### config.mk
export PLATFORM = sky130hd
export DESIGN_NAME = packed_param_streamer_flat
export DESIGN_NICKNAME = d
export VERILOG_FILES = /design/src/rtl/packed_param_streamer_if.sv /design/src/rtl/packed_param_streamer.sv /design/src/flat_wrapper.sv
export SDC_FILE = /design/constraint.sdc
export NUM_CORES = 1
export LEC_CHECK = 0
export ABC_AREA = 1
export ABC_CLOCK_PERIOD_IN_PS = 1950
export BUFFER_PORTS_ARGS = -buffer_cell sky130_fd_sc_hd__buf_2
export CAP_MARGIN = 20
export CORE_AREA = 2 2 39 41
export DETAILED_ROUTE_END_ITERATION = 10
export DIE_AREA = 0 0 41 43
export GPL_TIMING_DRIVEN = 0
export HOLD_SLACK_MARGIN = 0.02
export PLACE_DENSITY_LB_ADDON = 0.12
export SKIP_CTS_REPAIR_TIMING = 1
export SLEW_MARGIN = 0
export SYNTH_ARGS = -nofsm -noshare
export SYNTH_HDL_FRONTEND = slang
export SYNTH_SLANG_ARGS = --single-unit
export TNS_END_PERCENT = 50
### constraint.sdc
create_clock -name clk -period 1.95 [get_ports clk]
set_input_delay 0.0975 -clock clk [delete_from_list [all_inputs] [get_ports clk]]
set_output_delay 0.0975 -clock clk [all_outputs]
set_load 0.01 [all_outputs]
### src/rtl/packed_param_streamer_if.sv
// Handshake bundle between packed_param_streamer and its consumer.
// The checksum signal exists only when PACKED_STREAMER_CHECKSUM_EN is defined.
interface packed_param_streamer_if #(
    parameter int W  = 4,
    parameter int RW = 1,
    parameter int CW = 2
);
    logic          start;
    logic          abort;
    logic          out_ready;
    logic          out_valid;
    logic [W-1:0]  out_data;
    logic [RW-1:0] out_row;
    logic [CW-1:0] out_col;
    logic          out_last;
    logic          busy;
    logic          done;
`ifdef PACKED_STREAMER_CHECKSUM_EN
    logic [W-1:0]  checksum;
`endif

    modport master (
        input  start, abort, out_ready,
        output out_valid, out_data, out_row, out_col, out_last, busy, done
`ifdef PACKED_STREAMER_CHECKSUM_EN
        , output checksum
`endif
    );

    modport slave (
        output start, abort, out_ready,
        input  out_valid, out_data, out_row, out_col, out_last, busy, done
`ifdef PACKED_STREAMER_CHECKSUM_EN
        , input checksum
`endif
    );
endinterface

### src/rtl/packed_param_streamer.sv
// Walks a packed parameter table row-major, one element per valid/ready transfer.
// Define PACKED_STREAMER_CHECKSUM_EN to add a running XOR of the transferred elements.
module packed_param_streamer #(
    parameter int W    = 4,
    parameter int ROWS = 2,
    parameter int COLS = 3,
    parameter logic [ROWS-1:0][COLS-1:0][W-1:0] TABLE = {ROWS{W'(6), W'(14), W'(5)}}
) (
    input logic                    clk,
    input logic                    rst,
    packed_param_streamer_if.master bus
);
    localparam int RW = (ROWS > 1) ? $clog2(ROWS) : 1;
    localparam int CW = (COLS > 1) ? $clog2(COLS) : 1;

    typedef enum logic [1:0] {
        IDLE,
        STREAM,
        DONE
    } state_t;

    state_t        r_state;
    state_t        w_nextState;
    logic [RW-1:0] r_row;
    logic [RW-1:0] w_nextRow;
    logic [CW-1:0] r_col;
    logic [CW-1:0] w_nextCol;
    logic [W-1:0]  r_data;
    logic          r_last;
    logic          w_xfer;
    logic          w_atLast;
    logic          w_valid;
    logic          w_done;

    assign w_xfer   = (r_state == STREAM) && bus.out_ready;
    assign w_atLast = (r_row == RW'(ROWS - 1)) && (r_col == CW'(COLS - 1));

    always_ff @(posedge clk) begin
        if (rst) begin
            r_state <= IDLE;
        end else begin
            r_state <= w_nextState;
        end
    end

    // Abort wins over a same-cycle transfer, so the last element plus abort never reaches DONE.
    always_comb begin
        w_nextState = r_state;
        unique case (r_state)
            IDLE:    if (bus.start) w_nextState = STREAM;
            STREAM: begin
                if (bus.abort) begin
                    w_nextState = IDLE;
                end else if (w_xfer && w_atLast) begin
                    w_nextState = DONE;
                end
            end
            DONE:    w_nextState = IDLE;
            default: w_nextState = IDLE;
        endcase
    end

    always_comb begin
        w_valid = 1'b0;
        w_done  = 1'b0;
        unique case (r_state)
            STREAM:  w_valid = 1'b1;
            DONE:    w_done  = 1'b1;
            default: ;
        endcase
    end

    // Indices rest at zero outside STREAM, so entering a walk needs no extra load.
    always_comb begin
        w_nextRow = r_row;
        w_nextCol = r_col;
        if (w_nextState != STREAM) begin
            w_nextRow = '0;
            w_nextCol = '0;
        end else if (w_xfer) begin
            if (r_col == CW'(COLS - 1)) begin
                w_nextCol = '0;
                w_nextRow = r_row + RW'(1);
            end else begin
                w_nextCol = r_col + CW'(1);
            end
        end
    end

    // Table lookup uses the next indices so data, indices and last all change on the same edge.
    always_ff @(posedge clk) begin
        if (rst) begin
            r_row  <= '0;
            r_col  <= '0;
            r_data <= TABLE[0][0];
            r_last <= 1'b0;
        end else begin
            r_row  <= w_nextRow;
            r_col  <= w_nextCol;
            r_data <= TABLE[w_nextRow][w_nextCol];
            r_last <= (w_nextState == STREAM) &&
                      (w_nextRow == RW'(ROWS - 1)) && (w_nextCol == CW'(COLS - 1));
        end
    end

`ifdef PACKED_STREAMER_CHECKSUM_EN
    logic [W-1:0] r_checksum;

    // Holds its value after abort or done until the next accepted start.
    always_ff @(posedge clk) begin
        if (rst) begin
            r_checksum <= '0;
        end else if ((r_state == IDLE) && bus.start) begin
            r_checksum <= '0;
        end else if (w_xfer) begin
            r_checksum <= r_checksum ^ r_data;
        end
    end

    assign bus.checksum = r_checksum;
`endif

    assign bus.out_valid = w_valid;
    assign bus.busy      = w_valid;
    assign bus.done      = w_done;
    assign bus.out_data  = r_data;
    assign bus.out_row   = r_row;
    assign bus.out_col   = r_col;
    assign bus.out_last  = r_last;
endmodule

### src/flat_wrapper.sv
// flat-port wrapper written by rule: the top's interface ports become plain ports
module packed_param_streamer_flat 
#(
    parameter int W    = 4,
    parameter int ROWS = 2,
    parameter int COLS = 3,
    parameter logic [ROWS-1:0][COLS-1:0][W-1:0] TABLE = {ROWS{W'(6), W'(14), W'(5)}}
)
  (clk, rst, bus_start, bus_abort, bus_out_ready, bus_out_valid, bus_out_data, bus_out_row, bus_out_col, bus_out_last, bus_busy, bus_done);
  packed_param_streamer_if #(.W(W), .RW(1), .CW(2)) bus_i ();
  input logic clk;
  input logic rst;
  input wire logic [$bits(bus_i.start)-1:0] bus_start;
  input wire logic [$bits(bus_i.abort)-1:0] bus_abort;
  input wire logic [$bits(bus_i.out_ready)-1:0] bus_out_ready;
  output wire logic [$bits(bus_i.out_valid)-1:0] bus_out_valid;
  output wire logic [$bits(bus_i.out_data)-1:0] bus_out_data;
  output wire logic [$bits(bus_i.out_row)-1:0] bus_out_row;
  output wire logic [$bits(bus_i.out_col)-1:0] bus_out_col;
  output wire logic [$bits(bus_i.out_last)-1:0] bus_out_last;
  output wire logic [$bits(bus_i.busy)-1:0] bus_busy;
  output wire logic [$bits(bus_i.done)-1:0] bus_done;
  assign bus_i.start = bus_start;
  assign bus_i.abort = bus_abort;
  assign bus_i.out_ready = bus_out_ready;
  assign bus_out_valid = bus_i.out_valid;
  assign bus_out_data = bus_i.out_data;
  assign bus_out_row = bus_i.out_row;
  assign bus_out_col = bus_i.out_col;
  assign bus_out_last = bus_i.out_last;
  assign bus_busy = bus_i.busy;
  assign bus_done = bus_i.done;
  packed_param_streamer #(.W(W), .ROWS(ROWS), .COLS(COLS), .TABLE(TABLE)) u_core (.clk(clk), .rst(rst), .bus(bus_i));
endmodule
==> flow_summary_export.csv <==
group,metric,value,unit
clocking,clkTransAtPathRegs,60,ps
setup_path,worstSetupPathType,"reg -> reg",
yosys,ys.flop_type,"dfxtp_1",
setup_path,r2r_end,"u_core.bus.out_data[0]",
setup_path,critPathRequiredTime,2100,ps
grt,grt_pass1_vias,327,
grt,antenna_found_initial,0,
cells_and_area,fillers,154,
sta,setup_ws,396,ps
floorplan,die_w,41,microns
pwr,p_per_area,716,nW/um^2
clocking,htree_levels,1,
sta,fin_crit,1550,ps
cells_and_area,area_delta_synth_final,29.0,%
sta,final.setup.tns,0,ps
sta,rsz0062_at_grt,"no",
yosys,yosysTopAreaCellShare,0.426,
floorplan,start_util,0.340,
setup_path,path_cells,"nor2_1 -> ha_1 -> nand4_1 -> nand2_1 -> nand2_2 -> nand2_2 -> ha_1 -> or2_2",
yosys,synth_cells,59,
pwr,power,0.434,mW
yosys,avgSynthCellArea,7.97,sq um
place,io_buffers,14,
sta,holdWs,119,ps
setup_path,timing.rr.start,"u_core.bus.out_col[0]",
detailed_routing,wl_per_cell,7.79,microns
clocking,clock_latency,260,ps
cells_and_area,drive_above_1_share,0.372,
setup_path,cp_slowest_cell,"dfxtp_1",
sta,setup_viol,0,
clocking,root_buffer,"clkbuf_4",
clocking,clock_path_buffers,2,
floorplan,num_io_pins,16,
setup_path,crit_start,"u_core.bus.out_col[0]",
clocking,cts_tree,"built",
yosys,async_flop_share,0,
sta,fmax,0.643,GHz
floorplan,rows,14,
detailed_routing,drc,0,
yosys,synth_area_leaders,"dfxtp_1 43%, ha_1 13%, inv_1 8.0%",
yosys,synth_edf_count,0,
floorplan,core,1380,sq um
detailed_routing,drt_iter0_drc,9,
place,dp_hpwl,596,microns
setup_path,r2r_cells,8,
setup_path,crit_path_end_kind,"register",
sta,period_share,0.797,
yosys,yosysUniqueCellTypes,18,
sta,maxSlewViolCount,0,
setup_path,cpPeakStageDelay,370,ps
floorplan,die_height,43,microns
sta,final_hold_viol_count,0,
sta,tightest_slew,181,ps
setup_path,start_kind,"register",
yosys,synth_top_cell_by_area,"dfxtp_1",
cells_and_area,nets,89,
setup_path,reg2reg_slack,400,ps
pwr,peakVddDrop,474,uV
hold_path,hold_path_startpoint,"rst",
yosys,synth_area,470,sq um
setup_path,worst-path-max-fanout,5,
setup_path,endpoint,"u_core.bus.out_data[0]",
detailed_routing,vias,378,
detailed_routing,drt-total-wl,732,microns
run,cap_violations,0,
detailed_routing,via_per_inst,4.02,
place,pre_cts_ws,378,ps
yosys,ys_seq_area_frac,0.426,
floorplan,dieArea,1760,sq um
sta,slew-limit-headroom,0.880,
status,status,"finished, final reports clean",
grt,grt_use_total,0.114,
clocking,cts.sinks,10,
yosys,syn-num-nets,69,
yosys,ys_ff_latch,10,
place,gp_congestion,0.663,
grt,grt_max_degree,9,
sta,skew,2.59,ps
cells_and_area,antenna_cells,0,
grt,overflow,0,
setup_path,cp_data_arrival_time,1700,ps
yosys,yosysWarnings,0,
detailed_routing,first_pass_iters,3,
hold_path,min_path_type,"in -> reg",
detailed_routing,antenna_left,0,
clocking,cts_buffers,3,
yosys,synth_commonest_cells,"10 x dfxtp_1, 10 x inv_1, 9 x nand2_1",
pwr,p_leak,0.332,nW
grt,grt_pass1_wl,1.27,mm
-- stage by stage --
step / instance area [sq um] / cells / util
6_report: 607 / 94 / 0.439
5_1_grt: 607 / 94 / 0.439
4_1_cts: 597 / 93 / 0.431
3_5_place_dp: 561 / 89 / 0.405
3_3_place_gp: 561 / 89 / 0.405
2_1_floorplan: 470 / 59 / -
-- flip-flops by register name (all words and copies together) (netlist names) --
signal	flops
u_core.bus.out_row	1
u_core.bus.out_col	2
u_core.bus.out_data	4
u_core.r_state	2
u_core.bus.out_last	1
-- cell families after synthesis --
| family | Yosys count | share of synthesized area |
|---|---|---|
| AO/OA/AOI/OAI | 3 | 0.0319 |
| adder cells (fa/ha/maj) | 5 | 0.133 |
| buffers and inverters | 13 | 0.114 |
| flip-flops | 10 | 0.426 |
| AND/OR/NAND/NOR | 28 | 0.295 |
-- metal layers --
metal,vias up,wire length (microns),track usage
met5,-,0,0
met4,0,0,0.0400
met3,0,72,0.0942
met2,10,376,0.169
met1,157,283,0.115
li1,211,-,-
-- worst min path at each step --
stage	endpoint	slack (ps)	cells past startpoint
2_1_floorplan	u_core.r_state[1]	180	1
3_3_place_gp	u_core.r_state[1]	280	2
3_5_place_dp	u_core.r_state[1]	290	2
4_1_cts	u_core.r_state[1]	-1	2
5_1_grt	u_core.r_state[0]	130	2
6_report	u_core.bus.out_col[0]	120	2
-- final cells by class --
class	instances	area (sq um)	share of cell area
Inverter	11	41.3	0.0680
Timing Repair Buffer	15	80.1	0.132
Clock buffer	4	36.3	0.0598
Sequential cell	10	200	0.330
Buffer	2	12.5	0.0206
Multi-Input combinational cell	36	216	0.357
Tap cell	16	20.0	0.0330
-- cells in the final DEF, fill, tap and decap left out, types with 2 or more instances in the layout --
cell      Yosys  layout
nor2_1        7       7
nand2_1       9       9
buf_2         0      14
ha_1          5       5
o21ai_1       2       2
dfxtp_1      10      10
inv_1        10      10
clkbuf_4      0       3
nor2_2        3       3
nand2_2       3       3
-- critical path: cells and delay by family, from the launching register on --
family | cells | cell delay (ps)
simple gates | 6 | 710
flops | 1 | 370
fa+ha+maj | 2 | 360
-- power breakdown --
| group | switching [mW] | internal, mW | total, mW |
|---|---|---|---|
| logic | 0.0225 | 0.0176 | 0.0401 |
| registers | 0.00317 | 0.208 | 0.212 |
| clock network | 0.0693 | 0.113 | 0.183 |
| total | 0.0949 | 0.339 | 0.434 |
(Power assumes the default switching activity.)
